<file path="src/rtl/fifo_wr_arbiter_pkg.sv">
// Shared types and sizing helpers for the FIFO write-port arbiter.
package fifo_wr_arb_pkg;

    typedef enum logic {
        IDLE = 1'b0,
        LOCK = 1'b1
    } arb_state_e;

    localparam int N_REQ_DEF      = 4;
    localparam int DATA_WIDTH_DEF = 8;
    localparam int MAX_BEATS_DEF  = 16;

    function automatic int grant_w(input int n);
        return (n > 1) ? $clog2(n) : 1;
    endfunction

    function automatic int beat_w(input int n);
        return $clog2(n + 1);
    endfunction

    localparam int GRANT_W = grant_w(N_REQ_DEF);
    localparam int BEAT_W  = beat_w(MAX_BEATS_DEF);

endpackage

</file>
<file path="src/rtl/fifo_wr_arbiter_if.sv">
// Requester handshake bundle plus the FIFO write-side signals it feeds.
interface fifo_wr_arbiter_if
    import fifo_wr_arb_pkg::*;
#(
    parameter int N_REQ      = N_REQ_DEF,
    parameter int DATA_WIDTH = DATA_WIDTH_DEF
) ();

    logic [N_REQ-1:0]            req_valid;
    logic [N_REQ*DATA_WIDTH-1:0] req_data;
    logic [N_REQ-1:0]            req_last;
    logic [N_REQ-1:0]            req_ready;
    logic                        full;
    logic                        w_en;
    logic [DATA_WIDTH-1:0]       w_data;

    modport master (
        input  req_valid, req_data, req_last, full,
        output req_ready, w_en, w_data
    );

    modport slave (
        output req_valid, req_data, req_last, full,
        input  req_ready, w_en, w_data
    );

endinterface

</file>
<file path="src/rtl/fifo_wr_arbiter_rr_pick.sv">
// Combinational round-robin selector: first set request at or above start, wrapping.
module rr_pick #(
    parameter int N = 4,
    parameter int W = 2
) (
    input  logic [N-1:0] req,
    input  logic [W-1:0] start,
    output logic [W-1:0] idx,
    output logic         any
);

    function automatic logic [W-1:0] wrap_idx(input logic [W-1:0] base, input int ofs);
        return W'((int'(base) + ofs) % N);
    endfunction

    // Walk from the farthest offset down so the nearest hit wins.
    always_comb begin
        idx = '0;
        any = 1'b0;
        for (int i = N - 1; i >= 0; i--) begin
            if (req[wrap_idx(start, i)]) begin
                idx = wrap_idx(start, i);
                any = 1'b1;
            end
        end
    end

endmodule

</file>
<file path="src/rtl/fifo_wr_arbiter.sv">
// Packet-level round-robin arbiter sharing the async FIFO write port among N_REQ requesters.
//
//   state | meaning
//   IDLE  | no lock; pick next requester from rr_ptr, lock on the next edge
//   LOCK  | grant_id owns the write port until its last (or MAX_BEATS-th) beat
module fifo_wr_arbiter
    import fifo_wr_arb_pkg::*;
#(
    parameter int N_REQ      = N_REQ_DEF,
    parameter int DATA_WIDTH = DATA_WIDTH_DEF,
    parameter int MAX_BEATS  = MAX_BEATS_DEF,
    localparam int GW        = grant_w(N_REQ)
) (
    input  logic                  w_clk,
    input  logic                  w_rst,
    fifo_wr_arbiter_if.master     bus,
    output logic [GW-1:0]         grant_id,
    output logic                  busy,
    output logic                  pkt_err
);

    localparam int            BW       = beat_w(MAX_BEATS);
    localparam logic [BW-1:0] LAST_CNT = BW'(MAX_BEATS - 1);
    localparam logic [GW-1:0] LAST_ID  = GW'(N_REQ - 1);

    arb_state_e      state_q, state_d;
    logic [GW-1:0]   rr_ptr_q, rr_ptr_d;
    logic [GW-1:0]   grant_q, grant_d;
    logic [BW-1:0]   beat_cnt_q, beat_cnt_d;
    logic            pkt_err_q, pkt_err_d;

    logic [GW-1:0]         pick_idx;
    logic                  pick_any;
    logic [DATA_WIDTH-1:0] data_arr [N_REQ];
    logic                  valid_g;
    logic                  last_g;
    logic                  accept;
    logic                  hit_max;

    rr_pick #(
        .N (N_REQ),
        .W (GW)
    ) u_rr_pick (
        .req   (bus.req_valid),
        .start (rr_ptr_q),
        .idx   (pick_idx),
        .any   (pick_any)
    );

    always_comb begin
        for (int i = 0; i < N_REQ; i++) begin
            data_arr[i] = bus.req_data[i*DATA_WIDTH +: DATA_WIDTH];
        end
    end

    assign valid_g = bus.req_valid[grant_q];
    assign last_g  = bus.req_last[grant_q];
    assign accept  = (state_q == LOCK) & valid_g & ~bus.full;
    assign hit_max = (beat_cnt_q == LAST_CNT);

    always_ff @(posedge w_clk) begin
        if (w_rst) begin
            state_q    <= IDLE;
            rr_ptr_q   <= '0;
            grant_q    <= '0;
            beat_cnt_q <= '0;
            pkt_err_q  <= 1'b0;
        end else begin
            state_q    <= state_d;
            rr_ptr_q   <= rr_ptr_d;
            grant_q    <= grant_d;
            beat_cnt_q <= beat_cnt_d;
            pkt_err_q  <= pkt_err_d;
        end
    end

    always_comb begin
        state_d    = state_q;
        rr_ptr_d   = rr_ptr_q;
        grant_d    = grant_q;
        beat_cnt_d = beat_cnt_q;
        pkt_err_d  = pkt_err_q;
        case (state_q)
            IDLE: begin
                if (pick_any) begin
                    grant_d    = pick_idx;
                    beat_cnt_d = '0;
                    state_d    = LOCK;
                end
            end
            LOCK: begin
                if (accept) begin
                    beat_cnt_d = beat_cnt_q + 1'b1;
                    // An over-long packet is cut here; its tail re-arbitrates as a new packet.
                    if (last_g || hit_max) begin
                        state_d  = IDLE;
                        rr_ptr_d = (grant_q == LAST_ID) ? '0 : grant_q + 1'b1;
                        if (!last_g) begin
                            pkt_err_d = 1'b1;
                        end
                    end
                end
            end
            default: state_d = IDLE;
        endcase
    end

    // Reset masks the write port combinationally so nothing leaks out in the reset cycle.
    always_comb begin
        bus.req_ready = '0;
        bus.w_en      = 1'b0;
        bus.w_data    = '0;
        busy          = 1'b0;
        if (!w_rst && state_q == LOCK) begin
            busy                   = 1'b1;
            bus.req_ready[grant_q] = ~bus.full;
            bus.w_en               = accept;
            if (accept) begin
                bus.w_data = data_arr[grant_q];
            end
        end
    end

    assign grant_id = grant_q;
    assign pkt_err  = pkt_err_q;

endmodule

</file>
<file path="src/flat_wrapper.sv">
// flat-port wrapper written by rule: the top's interface ports become plain ports
module fifo_wr_arbiter_flat import fifo_wr_arb_pkg::*;
#(
    parameter int N_REQ      = N_REQ_DEF,
    parameter int DATA_WIDTH = DATA_WIDTH_DEF,
    parameter int MAX_BEATS  = MAX_BEATS_DEF,
    localparam int GW        = grant_w(N_REQ)
)
  (w_clk, w_rst, grant_id, busy, pkt_err, bus_req_valid, bus_req_data, bus_req_last, bus_full, bus_req_ready, bus_w_en, bus_w_data);
  fifo_wr_arbiter_if #(.N_REQ(N_REQ), .DATA_WIDTH(DATA_WIDTH)) bus_i ();
  input  logic w_clk;
  input  logic w_rst;
  output logic [GW-1:0] grant_id;
  output logic busy;
  output logic pkt_err;
  input wire logic [$bits(bus_i.req_valid)-1:0] bus_req_valid;
  input wire logic [$bits(bus_i.req_data)-1:0] bus_req_data;
  input wire logic [$bits(bus_i.req_last)-1:0] bus_req_last;
  input wire logic [$bits(bus_i.full)-1:0] bus_full;
  output wire logic [$bits(bus_i.req_ready)-1:0] bus_req_ready;
  output wire logic [$bits(bus_i.w_en)-1:0] bus_w_en;
  output wire logic [$bits(bus_i.w_data)-1:0] bus_w_data;
  assign bus_i.req_valid = bus_req_valid;
  assign bus_i.req_data = bus_req_data;
  assign bus_i.req_last = bus_req_last;
  assign bus_i.full = bus_full;
  assign bus_req_ready = bus_i.req_ready;
  assign bus_w_en = bus_i.w_en;
  assign bus_w_data = bus_i.w_data;
  fifo_wr_arbiter #(.N_REQ(N_REQ), .DATA_WIDTH(DATA_WIDTH), .MAX_BEATS(MAX_BEATS)) u_core (.w_clk(w_clk), .w_rst(w_rst), .bus(bus_i), .grant_id(grant_id), .busy(busy), .pkt_err(pkt_err));
endmodule
</file>
<file path="config.mk">
export PLATFORM = sky130hd
export DESIGN_NAME = fifo_wr_arbiter_flat
export DESIGN_NICKNAME = d
export VERILOG_FILES = /design/src/rtl/fifo_wr_arbiter_pkg.sv /design/src/rtl/fifo_wr_arbiter_if.sv /design/src/rtl/fifo_wr_arbiter_rr_pick.sv /design/src/rtl/fifo_wr_arbiter.sv /design/src/flat_wrapper.sv
export SDC_FILE = /design/constraint.sdc
export NUM_CORES = 1
export LEC_CHECK = 0
export ABC_AREA = 1
export CAP_MARGIN = 20
export CORE_MARGIN = 3
export CORE_UTILIZATION = 36
export DETAILED_ROUTE_END_ITERATION = 6
export GPL_TIMING_DRIVEN = 1
export PLACE_DENSITY = 0.79
export SETUP_SLACK_MARGIN = 0.5
export SLEW_MARGIN = 0
export SYNTH_ARGS = -nofsm -noshare
export SYNTH_HDL_FRONTEND = slang
export SYNTH_HIERARCHICAL = 1
export SYNTH_SLANG_ARGS = --single-unit
</file>
<file path="constraint.sdc">
create_clock -name w_clk -period 1.4 [get_ports w_clk]
set_input_delay 0.14 -clock w_clk [delete_from_list [all_inputs] [get_ports w_clk]]
set_output_delay 0.14 -clock w_clk [all_outputs]
set_load 0.005 [all_outputs]
</file>
==> results, run 1 <==
- In this run, the number of DRC markers left after iteration 0 of detailed routing was 100.
- The final reports fail on setup timing.
- The TritonCTS clock tree is done.
- The first-pass GRT wire length is 7307 µm.
- Summed over all failing endpoints, the final setup total negative slack is -3.081 ns.
- In the routed design, unresolved DRC markers number 0.
- The fraction of layout cells with a size suffix above 1 is between 40% and 50%.
- The final weighted congestion in routability-driven placement is 0.8503.
- Following the worst setup path forward leads to its endpoint at bus_w_data[0].
- After routing the design area is 2511 µm².
- The endpoint kind of the worst setup timing path is an output port.
- For this design, the slowest cell found on the critical path is sky130_fd_sc_hd__clkdlybuf4s50_1.
- 0 antenna diodes ended up in the layout.
- The number of buffers inserted by hold repair at cts is 0.
- The floorplan has 20 rows.
- Counting every net in the synthesized netlist gives 256.
- The number of enable flip-flop cells after synthesis is 0.
- The non-filler instance count after layout is 353.
- The area after detailed placement is approximately 2100 µm².
- Timing would allow up to 0.6066 GHz.
- The leakage power is 1.129 nW.
- Entering global routing, the biggest net connects 22 pins.
- On the final layout, the worst clock skew is between 0.0015 and 0.002 ns.
- The worst hold path belongs to the class in -> reg.
- The cell type with the largest total area after synthesis is sky130_fd_sc_hd__dfxtp_1.
- Compared with the post-synthesis result, the final layout area differs by 111.5%.
- Across the VDD grid, the largest voltage drop is 0.6538 mV.
- Setup violations remaining at the end of the flow were counted as 21.
- In the finished design, the share of the clock period the worst path needs comes to 117.8%.
- After synthesis, the share of flip-flops with an asynchronous set or reset is 0%.
- The number of search-and-repair iterations in the first detailed-routing pass is 4.
- In the post-synthesis netlist, the cell with the most instances is sky130_fd_sc_hd__nor2_1.
- The number of nets in the layout is 359.
- The final worst hold slack is 0.2055 ns.
- The length in cells of the worst reg-to-reg path is 11.
- The effective utilization at floorplan is 38.27%.
- The synthesized instance count is about 210.
- The count of maximum capacitance violations is 0.
- Setup repair after global routing could not meet its margin everywhere.
- The region available for standard cell placement spans approximately 3100 µm².
- The worst setup path category is in -> out.
- In this run the worst setup path begins at bus_req_valid[2].
- The root buffer cell chosen for the clock tree is sky130_fd_sc_hd__clkbuf_4.
- Global routing used between 20% and 30% of the available tracks across all layers.
- In this run the tightest slew margin relative to its limit is 81.84%.
- Power spread over the standard cell area amounts to 878.3 nW/µm².
- The hold violation count in the final report came to 0.
- A synthesized cell averages 5.736 µm².
- By count the netlist is led by sky130_fd_sc_hd__nor2_1 (47), sky130_fd_sc_hd__nand2_1 (38), sky130_fd_sc_hd__o21ai_0 (21).
- After layout, the minimum clock period comes to 1.649 ns.
- The final count of pins violating max slew is 0.
- In this run, synthesis produced a sequential element count of 11.
- The die span in y is 63.43 µm.
- The run finished, with violations left.
- After detailed routing, the average wire length per cell comes to 14.42 µm.
- Cells fill roughly 81% of the core in the end.
- The clock sink total is 11.
- The post-synth design cell area is 1187 µm².
- The overflow left after global routing is 0.
- No sink is reached through more buffers than the 2 on the longest clock path.
- The worst register-to-register path begins at u_core/grant_id[0]$_SDFFE_PP0P_.
- Once placement completed, the tool counted placed cells totaling 325.
- Data on the critical path is required at its endpoint by 1.26 ns.
- The initial antenna violation count was 0.
- At the pin with the least slew margin, the transition time is 0.2695 ns.
- Wires add up to 5089 µm.
- The maximum level of the CTS H-tree is 1.
- The clock-pin slew of the registers on the worst-case setup and hold paths is roughly 0.070 ns.
- Yosys mapped the design onto 26 distinct sky130hd cell types.
- The worst path arrival time is ~1.5 ns.
- The endpoint identified for the worst register-to-register timing path is u_core/beat_cnt_q[2]$_SDFFE_PP0P_.
- The die is 63.43 µm wide.
- The via count of the first global-routing pass is 1603.
- The number of buffers inserted during clock tree synthesis is 3.
- Yosys attributes the largest share of cell area to sky130_fd_sc_hd__dfxtp_1 (19%), sky130_fd_sc_hd__nor2_1 (15%), sky130_fd_sc_hd__nand2_1 (12%), sky130_fd_sc_hd__o21ai_0 (8.9%), sky130_fd_sc_hd__nand3_1 (7.2%).
- The number of buffer cells added on primary ports is 59.
- During I/O placement, the number of pins put on the boundary was 60.
- For this block, the via count after detailed routing is 1763.
- For flop-to-flop paths, the worst setup slack is -0.16 ns.
- The area share of the largest cell type after synthesis is between 10% and 20%.
- The count of nets left with antenna violations once routing finished came out at 0.
- The post-layout worst setup margin is -0.2485 ns.
- The floorplan step defined a die boundary enclosing 4023 µm².
- Of all nets on the critical path, the largest fanout is 7.
- The sequential cell area fraction in the yosys report is a little under a fifth.
- The latest clock arrival within the worst-skew pair is 0.27 ns.
- Once detailed placement completed, the half-perimeter wirelength came to 3016 µm.
- The post-detailed-route via-to-cell ratio is approximately 5.
- The most used flip-flop cell after synthesis is sky130_fd_sc_hd__dfxtp_1.
- The signal on the critical path passes through clkdlybuf4s50_1 > nand2_4 > nand3_2 > inv_2 > nor2_8 > nand2_8 > buf_8 > a21oi_2 > buf_2.
- The Yosys step of the flow raised 6 warnings.
- The startpoint kind of the worst setup timing path is a primary input.
- The biggest cell delay along the critical path is 0.58 ns.
[sequential cells by signal, indices dropped and copies added (netlist names)]
register,flops
u_core/beat_cnt_q,5
u_core/grant_id,2
u_core/rr_ptr_q,2
u_core/pkt_err,1
u_core/state_q,1
[critical path: cells and delay by family]
| family | cells | cell delay [ns] |
|---|---|---|
| compound gates | 1 | 0.09 |
| simple gates | 4 | 0.37 |
| buf+inv | 4 | 0.90 |
[final cells by class]
type                    instances  area (µm²)
well taps                      44       55.05
fillers                       207       591.8
repair buffers                105       979.7
clock buffers                   4       26.28
multi-input cells             164        1101
flip-flops and latches         11       242.7
inverters                      25       106.4
[what timing repair did]
item | 4_1_cts | 5_1_grt
pin swaps | 13 | 19
cloned | 1 | 0
setup buffers | 17 | 6
endpoints found under the setup margin | 28 | 27
gates resized for setup | 102 | 37
[cell usage in the layout, fill, tap and decap left out, drive strengths merged]
cell,n
a21oi,15
and2,1
buf,62
clkbuf,5
clkdlybuf4s50,38
clkinv,1
dfxtp,11
dlygate4sd2,3
dlymetal6s2s,1
ha,6
inv,24
nand2,46
nand3,19
nand3b,2
nor2,49
nor3b,1
o21ai,23
or2,1
xor2,1
[how the worst min path moves through the flow]
stage                                         to  cells after the start  slack, ns                        start
2_1_floorplan  u_core/beat_cnt_q[2]$_SDFFE_PP0P_                      1       0.21                        w_rst
3_3_place_gp         u_core/pkt_err$_SDFFE_PP0P_                      2       0.44  u_core/pkt_err$_SDFFE_PP0P_
3_5_place_dp         u_core/pkt_err$_SDFFE_PP0P_                      2       0.44  u_core/pkt_err$_SDFFE_PP0P_
4_1_cts              u_core/pkt_err$_SDFFE_PP0P_                      2       0.45  u_core/pkt_err$_SDFFE_PP0P_
5_1_grt              u_core/pkt_err$_SDFFE_PP0P_                      3       0.22                        w_rst
6_report             u_core/pkt_err$_SDFFE_PP0P_                      3       0.21                        w_rst
[report_power, final]
| group | total, mW | switching [mW] | internal, mW |
|---|---|---|---|
| logic | 1.58 | 0.787 | 0.797 |
| clock network | 0.215 | 0.105 | 0.110 |
| registers | 0.405 | 0.0479 | 0.357 |
[cell families (layout without fill, tap and decap cells)]
logic type	after synthesis	after routing	share of synthesized area (%)
and+or+nand+nor	119	119	46.16
AOI/OAI and AO/OA	38	38	16.33
buffers and inverters	32	134	11.91
DFF	11	11	18.55
adders and majority gates	6	6	6.322
xor gates and xnor gates	1	1	0.7378
[stage by stage]
step / power, mW / worst slack, ns
4_1_cts: 1.980 / -0.2010
3_3_place_gp: 1.518 / -0.4571
3_5_place_dp: 1.529 / -0.4842
5_1_grt: 2.345 / -0.3270
2_1_floorplan: 1.109 / 0.1418
6_report: 2.205 / -0.2485
[metal layers]
| metal | vias to the layer above | global-route usage [%] | routed length (µm) | share of wire [%] |
|---|---|---|---|---|
| met1 | 820 | 25.35 | 1961 | 39 |
| met5 | - | 0 | 0 | 0 |
| met4 | 0 | 3.774 | 121 | 2.4 |
| li1 | 862 | - | - | - |
| met2 | 67 | 43.68 | 2756 | 54 |
| met3 | 14 | 5.169 | 248 | 4.9 |
(Power assumes the default switching activity.)
==> run 2: changes to the inputs <==
- CELL_PAD_IN_SITES_DETAIL_PLACEMENT: default -> 1
- CELL_PAD_IN_SITES_GLOBAL_PLACEMENT: default -> 2
- CORE_UTILIZATION: 36 -> 17
==> results, run 2 (same netlist as run 1, synthesis figures left out) <==
- Global routing used 14.25% of the available tracks across all layers.
- The total routed wirelength is between 5000 and 6000 µm.
- u_core/beat_cnt_q holds more flip-flops than any other register.
- The headroom to the max-slew limit is between 80% and 90%.
- The average routed wire per standard cell is 13.79 µm.
- The largest fanout of any net on the critical path is 7.
- The number of buffer cells added on primary ports is 59.
- The largest net degree at the start of global routing is 21.
- The initial antenna violation count was 0.
- Total power for the finished layout comes to 2.135 mW.
- The TritonCTS clock tree is done.
- The final cycle utilization of the critical path is 113.6%.
- The setup path with the least slack is of type reg -> out.
- The family of cells with the greatest summed delay on the critical path is buffers and inverters.
- The worst path buffer plus inverter count is 4.
- The total negative slack for setup checks is -1.815 ns.
- The post-route core utilization is 37.45%.
- The first global-routing pass estimated 8873 µm of wire.
- In this run the static leakage power is around 1.1 nW.
- For this configuration, the core starts out at a cell density of between 10% and 20%.
- The post-detailed-route via-to-cell ratio is 4.256.
- The transition time of the tightest slew-check pin is around 0.27 ns.
- The number of DRC violations after detailed routing is 0.
- Clock-pin slew was measured on the worst setup and hold paths at 0.05 ns.
- Setup repair after global routing could not meet its margin everywhere.
- The hold violation count in the final report is 0.
- The count of maximum capacitance violations is 0.
- Setup violations remaining at the end of the flow were counted as 16.
- For the worst setup path, the data arrival time is 1.45 ns.
- The number of routed nets with antenna violations is 0.
- The post-layout worst setup margin is -0.1907 ns.
- The cell chosen for the clock root is sky130_fd_sc_hd__clkbuf_8.
- Leaving out fill and tap cells, the most frequent cell in the layout is sky130_fd_sc_hd__nor2_1.
- The startpoint kind of the worst setup timing path is a flop.
- The peak ir drop on the vdd network is 0.2822 mV.
- The non-filler instance count after layout is 395.
- Detailed placement finished with a half-perimeter wire length of 4031 µm.
- Clock tree synthesis found a total of 11 sinks.
- The area enclosed by the die boundary is 8024 µm².
- The I/O pin count is 60.
- From synthesis to final layout, the design area changed by 107.2%.
- The maximum level of the CTS H-tree is 1.
- The via count of the first global-routing pass is ~1800.
- The worst setup path is captured at an output port.
- The checks that failed: setup timing.
- After the first detailed-routing iteration, the DRC count stood at 30.
- In this run the power density over the cells is 868.1 nW/µm².
- The library cells used most frequently in the layout, excluding fill and tap cells, are sky130_fd_sc_hd__nor2_1 (41), sky130_fd_sc_hd__clkdlybuf4s50_1 (37), sky130_fd_sc_hd__buf_4 (29), sky130_fd_sc_hd__nand2_1 (26), sky130_fd_sc_hd__buf_2 (15).
- The final weighted congestion in routability-driven placement is 0.8022.
- The maximum clock frequency is 0.6287 GHz.
- The clock arrives with between 0.0009 and 0.001 ns of skew.
- The final count of pins violating max slew was 0.
- In this run the core area contains 29 standard-cell rows.
- The final layout contains 352 nets.
- TritonCTS created 3 clock buffers.
- The first TritonRoute pass finished after 4 iterations.
- In this run the horizontal extent of the chip is 89.58 µm.
- Traced cell by cell, the critical path runs through inv_6 > nand2_2 > nand3_2 > inv_2 > nor2_8 > nand2_8 > buf_8 > a21oi_2 > buf_2.
- The fraction of layout cells with a size suffix above 1 is 44.70%.
- The overflow left after global routing is 0.
- The slowest cell on the critical path is sky130_fd_sc_hd__dfxtp_4.
- The class of the most critical hold timing path is in -> reg.
- Clock latency on the worst-skew pair, taken at its later pin, is 0.24 ns.
- The count of antenna diodes in the layout is 0.
- The final critical path time including I/O delays and setup is 1.591 ns.
- The post-placement setup slack is -0.5159 ns.
- The core box area is 6568 µm².
- The number of buffers between clock root and the deepest sink is 2.
- In this run the vertical extent of the chip is 89.58 µm.
- The register with the most flip-flops in the layout has 5 of them.
- At the worst endpoint, the required time is 1.26 ns.
- The placed cell count is 376.
- The routed layout has approximately 1700 vias.
- The largest single stage delay on the critical path is 0.37 ns.
- The run finished, with violations left.
==> run 2: changes by cell type in the layout (fill, tap and decap cells not counted), moves of 3 or more <==
cell / change
sky130_fd_sc_hd__buf_6: -4
sky130_fd_sc_hd__clkbuf_4: -3
sky130_fd_sc_hd__clkbuf_8: +3
sky130_fd_sc_hd__inv_2: -3
sky130_fd_sc_hd__inv_4: +3
sky130_fd_sc_hd__nand2_1: +3
sky130_fd_sc_hd__nand3_1: +4
sky130_fd_sc_hd__nand3_2: -3
sky130_fd_sc_hd__o21ai_0: -5
sky130_fd_sc_hd__o21ai_1: +5
==> run 2: path summary, 6_finish.rpt <==
kind	from	end	slack, ns	cells after the start
setup / recovery	u_core/grant_id[0]$_SDFFE_PP0P_	bus_w_data[0]	-0.19	9
hold / removal	w_rst	u_core/pkt_err$_SDFFE_PP0P_	0.34	3
setup reg to reg	u_core/grant_id[0]$_SDFFE_PP0P_	u_core/rr_ptr_q[1]$_SDFFE_PP0P_	-0.06	8
hold reg to reg	u_core/beat_cnt_q[4]$_SDFFE_PP0P_	u_core/beat_cnt_q[4]$_SDFFE_PP0P_	0.47	2
==> run 2: layer usage <==
metal  GRT usage, %  routed length [µm]
met1          17.24                2377
met2          26.60                2843
met3          2.099                 168
met4          2.706                  55
met5              0                   0
==> run 2: through the flow <==
step	instance area [µm²]	hold WS, ns
after detailed placement	2207	0.4621
after global routing	2460	0.3616
after floorplan	1371	0.2091
after global placement	2207	0.4397
final	2460	0.3449
after CTS	2360	0.3441
==> run 2: worst min-delay path: cells and delay by family <==
kind | cells | cell delay [ns]
AOI/OAI and AO/OA | 1 | 0.04
buffers and inverters | 2 | 0.36
==> run 2: power breakdown <==
| group | switching, mW | internal [mW] | leakage (nW) |
|---|---|---|---|
| Sequential | 0.0488 | 0.358 | 0.0933 |
| Clock | 0.122 | 0.200 | 0.0228 |
| Combinational | 0.724 | 0.683 | 0.987 |
| Total | 0.895 | 1.24 | 1.10 |
==> run 2: timing repair <==
action                     CTS  global route
buffers inserted            11             4
gates resized for setup    101            26
pin swaps                   12             3
setup endpoints to repair   28            27
hold buffers                 0             0
==> run 2: final cells by class <==
type / instances / area [µm²]
Timing Repair Buffer: 98 / 888.4
Inverter: 25 / 108.9
Clock buffer: 4 / 45.04
Fill cell: 826 / 4108
Tap cell: 93 / 116.4
Sequential cell: 11 / 235.2
Multi-Input combinational cell: 164 / 1066
